[src/rtl/pipelined_cla_addsub_if.sv]
// rtl/pipelined_cla_addsub_if.sv - operand/result handshake bundle for pipelined_cla_addsub
//
// Purpose: carries the operand channel and the result channel of the
// pipelined CLA adder/subtractor as one bundle.
// Ports (signals):
//   in_valid, in_ready, a[WIDTH], b[WIDTH], cin, sub   operand channel
//   out_valid, out_ready, sum[WIDTH], cout, ovf, zero  result channel
// Modports:
//   master  producer of operands / consumer of results (testbench, upstream)
//   slave   the adder itself
interface pipelined_cla_addsub_if #(
  parameter int WIDTH = 32
);
  logic             in_valid;
  logic             in_ready;
  logic [WIDTH-1:0] a;
  logic [WIDTH-1:0] b;
  logic             cin;
  logic             sub;
  logic             out_valid;
  logic             out_ready;
  logic [WIDTH-1:0] sum;
  logic             cout;
  logic             ovf;
  logic             zero;

  modport master (
    output in_valid, a, b, cin, sub, out_ready,
    input  in_ready, out_valid, sum, cout, ovf, zero
  );

  modport slave (
    input  in_valid, a, b, cin, sub, out_ready,
    output in_ready, out_valid, sum, cout, ovf, zero
  );
endinterface

[src/rtl/pipelined_cla_addsub.sv]
// rtl/pipelined_cla_addsub.sv - pipelined carry-lookahead adder/subtractor with valid/ready
//
// Purpose: WIDTH-bit add (A+B+cin) or subtract (A-B). Operands are cut into
// BLOCK-bit lookahead groups; each of the L pipeline stages resolves
// GROUPS_PER_STAGE groups and registers its carry-out for the next stage.
// Result appears L edges after acceptance (L = WIDTH/(BLOCK*GROUPS_PER_STAGE)).
// Ports:
//   clk    rising-edge clock
//   rst_n  synchronous reset, active low; flushes every in-flight token
//   io     pipelined_cla_addsub_if.slave
//            in_valid/in_ready + a, b, cin, sub      operand channel
//            out_valid/out_ready + sum, cout, ovf, zero  result channel
module pipelined_cla_addsub #(
  parameter int WIDTH            = 32,
  parameter int BLOCK            = 4,
  parameter int GROUPS_PER_STAGE = 2
) (
  input logic                    clk,
  input logic                    rst_n,
  pipelined_cla_addsub_if.slave  io
);
  localparam int S  = BLOCK * GROUPS_PER_STAGE;
  localparam int L  = WIDTH / S;
  localparam int LM = (L > 1) ? L - 1 : 1;

  // Flattened lookahead: every carry c[i+1] is a sum of products of the
  // group's P/G terms and the group carry-in, with no dependence on c[i].
  function automatic logic [BLOCK:0] cla_group(
    input logic [BLOCK-1:0] p,
    input logic [BLOCK-1:0] g,
    input logic             c0
  );
    logic [BLOCK:0] c;
    logic           term;
    c    = '0;
    c[0] = c0;
    for (int i = 0; i < BLOCK; i++) begin
      term = c0;
      for (int j = 0; j <= i; j++) term = term & p[j];
      c[i+1] = term;
      for (int j = 0; j <= i; j++) begin
        term = g[j];
        for (int m = j + 1; m <= i; m++) term = term & p[m];
        c[i+1] = c[i+1] | term;
      end
    end
    return c;
  endfunction

  logic             advance;
  logic [WIDTH-1:0] b_eff;
  logic             c_eff;

  // Whole pipe moves as one; a stalled output freezes every stage.
  assign advance     = ~io.out_valid | io.out_ready;
  assign io.in_ready = ~rst_n | advance;

  // Subtraction is A + ~B + 1; cin only matters in add mode.
  assign b_eff = io.sub ? ~io.b : io.b;
  assign c_eff = io.sub | io.cin;

  // Per-stage token registers. pa/pb skew the operands still to be added,
  // ps holds the finished low sum bits, pc is the inter-stage carry.
  logic [WIDTH-1:0] pa [LM];
  logic [WIDTH-1:0] pb [LM];
  logic             pc [LM];
  logic [WIDTH-1:0] ps [L];
  logic             pv [L];
  logic             cout_q;
  logic             ovf_q;
  logic             zero_q;

  for (genvar k = 0; k < L; k++) begin : g_stage
    logic [WIDTH-1:0] src_a;
    logic [WIDTH-1:0] src_b;
    logic [WIDTH-1:0] src_s;
    logic             src_c;
    logic             src_v;
    logic [S:0]       c;
    logic [WIDTH-1:0] nxt_s;

    if (k == 0) begin : g_src
      assign src_a = io.a;
      assign src_b = b_eff;
      assign src_s = '0;
      assign src_c = c_eff;
      assign src_v = io.in_valid;
    end else begin : g_src
      assign src_a = pa[k-1];
      assign src_b = pb[k-1];
      assign src_s = ps[k-1];
      assign src_c = pc[k-1];
      assign src_v = pv[k-1];
    end

    // Group carry-out chains into the next group within the stage.
    always_comb begin
      c    = '0;
      c[0] = src_c;
      for (int gi = 0; gi < GROUPS_PER_STAGE; gi++) begin
        c[gi*BLOCK +: BLOCK+1] = cla_group(
          src_a[k*S + gi*BLOCK +: BLOCK] ^ src_b[k*S + gi*BLOCK +: BLOCK],
          src_a[k*S + gi*BLOCK +: BLOCK] & src_b[k*S + gi*BLOCK +: BLOCK],
          c[gi*BLOCK]);
      end
      nxt_s          = src_s;
      nxt_s[k*S +: S] = src_a[k*S +: S] ^ src_b[k*S +: S] ^ c[S-1:0];
    end

    // Payload only loads with a valid token, so bubbles never disturb it.
    always_ff @(posedge clk) begin
      if (!rst_n) begin
        pv[k] <= 1'b0;
        ps[k] <= '0;
      end else if (advance) begin
        pv[k] <= src_v;
        if (src_v) ps[k] <= nxt_s;
      end
    end

    if (k < L - 1) begin : g_mid
      always_ff @(posedge clk) begin
        if (!rst_n) begin
          pa[k] <= '0;
          pb[k] <= '0;
          pc[k] <= 1'b0;
        end else if (advance && src_v) begin
          pa[k] <= src_a;
          pb[k] <= src_b;
          pc[k] <= c[S];
        end
      end
    end else begin : g_last
      // c[S-1] is the carry into the MSB, c[S] the carry out of it.
      always_ff @(posedge clk) begin
        if (!rst_n) begin
          cout_q <= 1'b0;
          ovf_q  <= 1'b0;
          zero_q <= 1'b0;
        end else if (advance && src_v) begin
          cout_q <= c[S];
          ovf_q  <= c[S] ^ c[S-1];
          zero_q <= ~|nxt_s;
        end
      end
    end
  end

  assign io.out_valid = pv[L-1];
  assign io.sum       = ps[L-1];
  assign io.cout      = cout_q;
  assign io.ovf       = ovf_q;
  assign io.zero      = zero_q;
endmodule

[src/flat_wrapper.sv]
// flat-port wrapper written by rule: the top's interface ports become plain ports
module pipelined_cla_addsub_flat 
#(
  parameter int WIDTH            = 32,
  parameter int BLOCK            = 4,
  parameter int GROUPS_PER_STAGE = 2
)
  (clk, rst_n, io_in_valid, io_a, io_b, io_cin, io_sub, io_out_ready, io_in_ready, io_out_valid, io_sum, io_cout, io_ovf, io_zero);
  pipelined_cla_addsub_if #(.WIDTH(WIDTH)) io_i ();
  input logic clk;
  input logic rst_n;
  input wire logic [$bits(io_i.in_valid)-1:0] io_in_valid;
  input wire logic [$bits(io_i.a)-1:0] io_a;
  input wire logic [$bits(io_i.b)-1:0] io_b;
  input wire logic [$bits(io_i.cin)-1:0] io_cin;
  input wire logic [$bits(io_i.sub)-1:0] io_sub;
  input wire logic [$bits(io_i.out_ready)-1:0] io_out_ready;
  output wire logic [$bits(io_i.in_ready)-1:0] io_in_ready;
  output wire logic [$bits(io_i.out_valid)-1:0] io_out_valid;
  output wire logic [$bits(io_i.sum)-1:0] io_sum;
  output wire logic [$bits(io_i.cout)-1:0] io_cout;
  output wire logic [$bits(io_i.ovf)-1:0] io_ovf;
  output wire logic [$bits(io_i.zero)-1:0] io_zero;
  assign io_i.in_valid = io_in_valid;
  assign io_i.a = io_a;
  assign io_i.b = io_b;
  assign io_i.cin = io_cin;
  assign io_i.sub = io_sub;
  assign io_i.out_ready = io_out_ready;
  assign io_in_ready = io_i.in_ready;
  assign io_out_valid = io_i.out_valid;
  assign io_sum = io_i.sum;
  assign io_cout = io_i.cout;
  assign io_ovf = io_i.ovf;
  assign io_zero = io_i.zero;
  pipelined_cla_addsub #(.WIDTH(WIDTH), .BLOCK(BLOCK), .GROUPS_PER_STAGE(GROUPS_PER_STAGE)) u_core (.clk(clk), .rst_n(rst_n), .io(io_i));
endmodule
[config.mk]
export PLATFORM = sky130hd
export DESIGN_NAME = pipelined_cla_addsub_flat
export DESIGN_NICKNAME = d
export VERILOG_FILES = /design/src/rtl/pipelined_cla_addsub_if.sv /design/src/rtl/pipelined_cla_addsub.sv /design/src/flat_wrapper.sv
export SDC_FILE = /design/constraint.sdc
export NUM_CORES = 1
export LEC_CHECK = 0
export ABC_AREA = 1
export CORE_UTILIZATION = 58
export CTS_BUF_LIST = sky130_fd_sc_hd__clkbuf_4
export DETAILED_ROUTE_END_ITERATION = 10
export PLACE_DENSITY_LB_ADDON = 0.2
export SYNTH_ARGS = -nofsm -noshare
export SYNTH_HDL_FRONTEND = slang
export SYNTH_SLANG_ARGS = --single-unit
[constraint.sdc]
create_clock -name clk -period 6.8 [get_ports clk]
set_clock_uncertainty 0.2 [all_clocks]
set_input_delay 1.36 -clock clk [delete_from_list [all_inputs] [get_ports clk]]
set_output_delay 1.36 -clock clk [all_outputs]
set_load 0.01 [all_outputs]
# ---- Word level (Yosys, flattened, before mapping)
# Memory sizes are Yosys's and may differ from the RTL's.
# Cells that the tools add are included.
dict set report op_classes {
  n_mux 47
  bitwise_logic 208
  reduce_logical 6
}
# op n
set op_table {}
lappend op_table {{$mux W32} 11}
lappend op_table {{$or A1 B1 Y1} 100}
lappend op_table {{$and A1 B1 Y1} 80}
lappend op_table {{$xor A8 B8 Y8} 8}
lappend op_table {{$mux W1} 36}
lappend op_table {{$and A4 B4 Y4} 8}
lappend op_table {{$not A32 Y32} 1}
lappend op_table {{$reduce_or A32 Y1} 1}
lappend op_table {{$xor A4 B4 Y4} 8}
lappend op_table {{$logic_and A1 B1 Y1} 4}
lappend op_table {{$not A1 Y1} 2}
lappend op_table {{$logic_not A1 Y1} 1}
lappend op_table {{$xor A1 B1 Y1} 1}
dict set report word_totals {
  ff_bits 3
  ram_bits 327
  inputBits 70
  out_inout_bits 37
  wordCells 269
  memories 5
}
# name words word_bits read_ports rd_clocked_by_memory_dff wr line
set memory_table {}
lappend memory_table {u_core.ps 4 32 4 0 4 pipelined_cla_addsub.sv:67} ;# logic [WIDTH-1:0] ps [L];
lappend memory_table {u_core.pa 3 32 3 0 3 pipelined_cla_addsub.sv:64} ;# logic [WIDTH-1:0] pa [LM];
lappend memory_table {u_core.pb 3 32 3 0 3 pipelined_cla_addsub.sv:65} ;# logic [WIDTH-1:0] pb [LM];
lappend memory_table {u_core.pv 4 1 4 0 4 pipelined_cla_addsub.sv:68} ;# logic pv [L];
lappend memory_table {u_core.pc 3 1 3 0 3 pipelined_cla_addsub.sv:66} ;# logic pc [LM];

# ---- Longest topological paths before layout
# Gate-level depths: netlist of run 1.
dict set report depth {
  word_depth 20
  ltp_mapped 23
}

# ---- Worst setup path before layout of run 1
# No wires, ideal clock.
dict set report synth_path {
  kind {input to register}
  startpoint {in io_out_ready}
  endpoint {mem u_core.pa[0][10] (enable)}
  setup_time_ns 0.551
  arrival_ns 5.568
  required_time_ns 6.049
  setup_slack_ns 0.481
  path_stages 4
  path_buffers 0
  path_cell_list {inv_1 nand2_4 inv_1 o21ai_0}
}
# item line
set synth_rtl {}
lappend synth_rtl {{start: declaration} flat_wrapper.sv:17} ;# input wire logic [$bits(io_i.out_ready)-1:0] io_out_ready;
lappend synth_rtl {{end: declaration} pipelined_cla_addsub.sv:64}

# ---- Worst setup path after layout of run 1
dict set report layout_path {
  startpoint {in rst_n}
  endpoint {out io_in_ready}
}
dict set report layout_via {
  elab_chain_len 2
}
# item line
set layout_lines {}
lappend layout_lines {{start: declaration} flat_wrapper.sv:11} ;# input logic rst_n;
lappend layout_lines {{$not A1 Y1} pipelined_cla_addsub.sv:56} ;# assign io.in_ready = ~rst_n | advance;
lappend layout_lines {{$or A1 B1 Y1} pipelined_cla_addsub.sv:56}
lappend layout_lines {{end: declaration} flat_wrapper.sv:18} ;# output wire logic [$bits(io_i.in_ready)-1:0] io_in_ready;
# Every way passes these cells.

==> results of run 1 <==
cell type report:
type / instances / area [µm²] / share of cell area [%]
multi-input combinational: 394 / 2510 / 24.3
clock inverter: 14 / 203 / 1.97
tap: 184 / 230 / 2.23
inverter: 166 / 623 / 6.04
timing repair buffer: 109 / 1080 / 10.5
clock buffer: 18 / 135 / 1.31
sequential: 186 / 5540 / 53.7
power groups by stage:
| stage | sequential (mW) | combinational [mW] | clock, mW |
|---|---|---|---|
| 4_1_cts | 1.37 | 0.290 | 0.693 |
| 3_3_place_gp | 1.39 | 0.277 | 0 |
| 2_1_floorplan | 1.40 | 0.181 | 0 |
| 3_5_place_dp | 1.39 | 0.286 | 0 |
| 5_1_grt | 1.38 | 0.323 | 0.734 |
| 6_report | 1.37 | 0.287 | 0.676 |
layout by cell type (no fill, tap or decap):
cell and count:
nor2_4 22, or2_1 2, clkbuf_4 18, nor2_1 166, xnor2_1 30, fa_1 8, or2_2 3, inv_2 4
nor2_2 1, inv_1 162, nor2_8 2, bufinv_16 5, nand2_1 59, buf_2 1, o21ai_0 12, ha_1 40
nand3b_1 7, edfxtp_1 181, clkinv_1 2, clkdlybuf4s50_1 105, xor2_1 8, dfxtp_1 5, o211ai_1 1, buf_4 3
nand2_4 2, a21oi_1 7, clkinvlp_4 1, clkinv_2 4, nand3_1 12, nand4_1 9, clkinv_4 2, o21ai_4 3
per-layer routing:
layer  vias up  routed length [µm]  track usage (%)
met3        15                 570             4.41
met1      2268                6080             22.6
li1       2625                   -                -
met4         0                 196             7.60
met2       140                6110             29.4
met5         -                   0                0
metrics by stage:
stage	utilization, %	total power [mW]	cell area, µm²	std cells	setup slack [ps]
finish	70.4	2.33	10300	1071	2130
global route	70.4	2.43	10300	1071	2040
CTS	70.4	2.35	10300	1071	2120
detailed placement	68.1	1.68	9970	1039	1860
global placement	68.1	1.67	9970	1039	1970
floorplan	-	1.58	8800	767	481
Yosys cell counts (all sizes together):
master	count
xor2	8
dfxtp	5
edfxtp	181
nor2	191
or2	5
o211ai	1
nand2	61
o21ai	15
fa	8
buf	21
nand3b	7
nand3	12
xnor2	30
nand4	9
inv	166
ha	40
a21oi	7
cells by family (layout without fill, tap and decap cells):
family	Yosys count	count (layout)	share of synthesized area, %
and+or+nand+nor	285	285	15.5
buffers and inverters	187	307	8.97
DFF	186	186	62.9
adders and majority gates	48	48	7.51
xor gates and xnor gates	38	38	3.78
AOI/OAI and AO/OA	23	23	1.34
critical path: cells and delay by family:
family	cells	cell delay, ps
simple gates	1	300
buf+inv	2	1440
registers in the layout, indices dropped and copies added, names as in the netlist:
register	cells
u_core.pa	48
u_core.io.zero	1
u_core.pc	3
u_core.io.cout	1
u_core.pb	48
u_core.io.ovf	1
u_core.ps	80
u_core.pv	4
worst max path at each step:
| stage | from | endpoint | slack [ps] | cells after the start |
|---|---|---|---|---|
| global placement | io_sub | u_core.pc[0] | 1970 | 22 |
| CTS | rst_n | io_in_ready | 2120 | 3 |
| global route | rst_n | io_in_ready | 2040 | 3 |
| floorplan | io_out_ready | u_core.pa[0][10] | 480 | 4 |
| finish | rst_n | io_in_ready | 2130 | 3 |
| detailed placement | io_sub | u_core.pc[0] | 1860 | 22 |
==> results.sh, run 1 <==
export IMPL_ant_nets=0
export IMPL_hold_viol=0
export IMPL_hold_depth=2
export IMPL_yosysTopAreaCell="edfxtp_1"
export IMPL_firstDrtPassIters=10
export IMPL_power_share_combinational_pct=12.3
export IMPL_synth_area_leaders="edfxtp_1 (62%), nor2_1 (7.1%), inv_1 (6.9%), ha_1 (5.7%), xnor2_1 (3.0%)"
export IMPL_synth_seq_area_share_pct=62.9
export IMPL_synth_area_um2=8800
export IMPL_grt_usage_pct=17.8
export IMPL_reg2reg_depth=17
export IMPL_fin_crit_ps=4670
export IMPL_postCtsHoldBufs=0
export IMPL_rsz0062_at_grt="no"
export IMPL_period_share_pct=68.7
export IMPL_whs_endpoint="u_core.io.zero"
export IMPL_slew_headroom_pct=20.4
export IMPL_worstPathCellList="clkdlybuf4s50_1 -> nand2_1 -> clkdlybuf4s50_1"
export IMPL_synth_top_area_share_pct=61.8
export IMPL_powerDensity_nw_per_um2=226
export IMPL_ir_drop_mv=0.100
export IMPL_cp_start_kind="primary input"
export IMPL_grt_max_degree=58
export IMPL_grt_pass1_vias=4938
export IMPL_clkTransAtPathRegs_ps=140
export IMPL_tns_ps=0
export IMPL_fill_cells=1023
export IMPL_cp_arrival_ps=3110
export IMPL_cp_max_fo=11
export IMPL_crit_top_cell="clkdlybuf4s50_1"
export IMPL_power_internal_mw=1.80
export IMPL_p_sw_share_pct=22.9
export IMPL_reg2reg_to="u_core.pc[1]"
export IMPL_r2r_start="u_core.pb[0][8]"
export IMPL_post_drt_via_cell_ratio=4.71
export IMPL_core_um2=14600
export IMPL_hpwl_um=9290
export IMPL_clkLatencyLatePin_ps=560
export IMPL_wl_um=13000
export IMPL_cts_buffers=17
export IMPL_drc=3
export IMPL_die_h_um=125
export IMPL_rrSetupSlack_ps=3790
export IMPL_start_util_pct=60.1
export IMPL_antenna_found_initial=0
export IMPL_die_area_um2=15700
export IMPL_ys_ff_latch=186
export IMPL_p_clk_share_pct=29.0
export IMPL_min_delay_start="u_core.io.zero"
export IMPL_worst_pin_slew_ps=1190
export IMPL_initialDrtViolationCount=363
export IMPL_boundaryPins=107
export IMPL_avgSynthCellArea_um2=11.5
export IMPL_run_status="finished, violations left"
export IMPL_dieWidth_um=125
export IMPL_cap_violations=0
export IMPL_violations="design-rule violations"
export IMPL_leakagePower_nw=4.34
export IMPL_syn_nets=885
export IMPL_drive_gt1_share_pct=8.00
export IMPL_cts_setup_buffers=0
export IMPL_max_freq_mhz=214
export IMPL_portBuffers=106
export IMPL_grt_remaining_overflow=0
export IMPL_seq_power_share_pct=58.7
export IMPL_clockRootBuffer="clkbuf_4"
export IMPL_hold_ws_ps=287
export IMPL_yosys_cell_types_count=25
export IMPL_cts_tree="built"
export IMPL_nets=992
export IMPL_cp_slowest_cell="clkdlybuf4s50_1"
export IMPL_diodes=0
export IMPL_grt_pass1_wl_um=22000
export IMPL_p_sw_uw=535
export IMPL_ctsResizeCount=0
export IMPL_ys_warnings_count=0
export IMPL_std_cell_rows=44
export IMPL_place_gp_congestion=0.792
export IMPL_htreeDepth=4
export IMPL_setup_viol=0
export IMPL_drv_slew=0
export IMPL_cts_sinks=186
export IMPL_clock_path_buffers=2
export IMPL_critical_path_required_ps=5240
export IMPL_critPathKind="in2out"
export IMPL_wl_per_cell_um=12.1
export IMPL_synth_cells=767
export IMPL_end_kind="output pin"
export IMPL_slowest_delay_ps=890
export IMPL_area_growth_pct=17.2
export IMPL_hold_path_class="reg2reg"
export IMPL_dr_total_vias=5048
Note: power is estimated with default switching activity, not from simulation.
==> inputs of run 2 (changes only) <==
Settings changed: CORE_UTILIZATION 58 to 52.
Clock period 6.8 ns to 4.16 ns, I/O delays scaled along.
==> run 2 against run 1 <==
  * The run now ends clean
  * Power rose by 58%
  * Flip-flop and latch count did not move
  * Routed wire length fell by 2.3%
  * Combinational power rose by 63%
  * Register-to-register slack got worse by 2600 ps
  * First-iteration DRC count fell by 37%
  * Sequential share of layout area fell by 0.22 points
  * Die area rose by 11%
  * Critical path depth rose by 19
  * Count of clock-buffer cells in the layout did not move
  * Via count fell by 2.8%
  * Clock power rose by 45%
  * Largest cell class unchanged
==> results.sh, run 2 (synthesized netlist as in run 1, its figures left out) <==
export IMPL_largest_register="u_core.ps"
export IMPL_critPathKind="in2reg"
export IMPL_start_util_pct=53.2
export IMPL_htreeDepth=4
export IMPL_slew_headroom_pct=46.7
export IMPL_critical_path_required_ps=4270
export IMPL_slowest_delay_ps=410
export IMPL_die_h_um=132
export IMPL_setup_ws_ps=619
export IMPL_run_status="finished clean"
export IMPL_cts_tree="built"
export IMPL_cp_max_fo=2
export IMPL_worst_pin_slew_ps=798
export IMPL_drive_gt1_share_pct=8.19
export IMPL_crit_top_cell="nand2_1"
export IMPL_ir_drop_mv=0.165
export IMPL_end_kind="flip-flop"
export IMPL_dpl_cell_area_um2=10100
export IMPL_cp_slowest_cell="clkdlybuf4s50_1"
export IMPL_dpl_cell_count=1079
export IMPL_wl_um=12700
export IMPL_grt_remaining_overflow=0
export IMPL_wl_per_cell_um=11.4
export IMPL_dr_total_vias=4907
export IMPL_max_freq_mhz=282
export IMPL_grt_pass1_vias=4847
export IMPL_clock_path_buffers=2
export IMPL_hold_path_class="reg2reg"
export IMPL_postLayoutCellArea_um2=10400
export IMPL_largest_register_ffs=80
export IMPL_cts_buffers=17
export IMPL_period_share_pct=85.1
export IMPL_ant_nets=0
export IMPL_std_cell_rows=47
export IMPL_boundaryPins=107
export IMPL_firstDrtPassIters=4
export IMPL_grt_max_degree=58
export IMPL_fin_crit_ps=3540
export IMPL_powerDensity_nw_per_um2=356
export IMPL_cts_sinks=186
export IMPL_mostFrequentLayoutCells="edfxtp_1 (181), nor2_1 (166), inv_1 (162), clkdlybuf4s50_1 (105), nand2_1 (59)"
export IMPL_grt_pass1_wl_um=22000
export IMPL_post_route_util_pct=62.7
export IMPL_grt_usage_pct=16.1
export IMPL_leakagePower_nw=4.33
export IMPL_fin_cells=1112
export IMPL_antenna_found_initial=1
export IMPL_top_regs="u_core.ps: 80 flops, u_core.pa: 48 flops, u_core.pb: 48 flops"
export IMPL_cp_arrival_ps=3650
export IMPL_area_growth_pct=17.7
export IMPL_initialDrtViolationCount=230
export IMPL_rsz0062_at_grt="no"
export IMPL_postCtsHoldBufs=0
export IMPL_worstPathCellList="clkdlybuf4s50_1 -> xnor2_1 -> inv_1 -> ha_1 -> ha_1 -> nand2_1 -> nand3b_1 -> nand2_1 -> inv_1 -> or2_1 -> nand2_1 -> inv_1 -> nor2_2 -> inv_1 -> ha_1 -> nand2_1 -> nand3b_1 -> nand2_1 -> inv_1 -> or2_2 -> nand2_1 -> a21oi_1"
export IMPL_hold_ws_ps=282
export IMPL_fin_total_pwr_mw=3.68
export IMPL_fill_cells=1306
export IMPL_cts_setup_buffers=0
export IMPL_cap_violations=0
export IMPL_tns_ps=0
export IMPL_core_um2=16500
export IMPL_setup_viol=0
export IMPL_die_area_um2=17400
export IMPL_clkLatencyLatePin_ps=570
export IMPL_ctsResizeCount=0
export IMPL_drv_slew=0
export IMPL_dpl_worst_slack_ps=5.54
export IMPL_portBuffers=106
export IMPL_hold_viol=0
export IMPL_hpwl_um=9380
export IMPL_clockRootBuffer="clkbuf_4"
export IMPL_place_gp_congestion=0.813
export IMPL_clkTransAtPathRegs_ps=140
export IMPL_cp_start_kind="primary input"
export IMPL_drc=0
export IMPL_layout_commonest_cell="edfxtp_1"
export IMPL_dieWidth_um=132
export IMPL_post_drt_via_cell_ratio=4.41
export IMPL_nets=996
-- run 2: final timing paths --
check,start,cells past startpoint,slack (ps),to
max reg2reg,u_core.pb[0][8],17,1200,u_core.pc[1]
max,io_b[0],22,620,u_core.pc[0]
min,u_core.io.zero,2,280,u_core.io.zero
min reg2reg,u_core.io.zero,2,280,u_core.io.zero
-- run 2: where the power goes --
| group | leakage, nW | internal [mW] | switching [mW] | total [mW] |
|---|---|---|---|---|
| clock | 0.148 | 0.414 | 0.568 | 0.982 |
| sequential | 1.98 | 2.19 | 0.0411 | 2.23 |
| combinational | 2.21 | 0.208 | 0.260 | 0.468 |
| total | 4.33 | 2.81 | 0.868 | 3.68 |
-- run 2: layout make-up --
type / instances / area [µm²] / share of cell area, %
Timing Repair Buffer: 113 / 1120 / 10.8
Clock buffer: 18 / 135 / 1.31
Inverter: 166 / 623 / 6.02
Antenna cell: 1 / 2.50 / 0.0242
Sequential cell: 186 / 5540 / 53.5
Multi-Input combinational cell: 394 / 2510 / 24.2
Tap cell: 220 / 275 / 2.66
Clock inverter: 14 / 155 / 1.50
-- run 2: per-layer routing --
metal  global-route usage, %  wire length (µm)  part of all wire [%]  vias to the layer above
met2                    24.3              5690                    45                      110
li1                        -                 -                     -                     2639
met3                    3.61               476                   3.8                       19
met1                    22.2              6250                    49                     2139
met4                    7.56               243                   1.9                        0
met5                       0                 0                     0                        -
-- run 2: worst max-delay path: cells and delay by family --
kind / cells / cell delay (ps)
and+or+nand+nor: 11 / 1190
buffers and inverters: 6 / 670
xor gates and xnor gates: 1 / 240
AOI/OAI and AO/OA: 1 / 60
adders and majority gates: 3 / 650
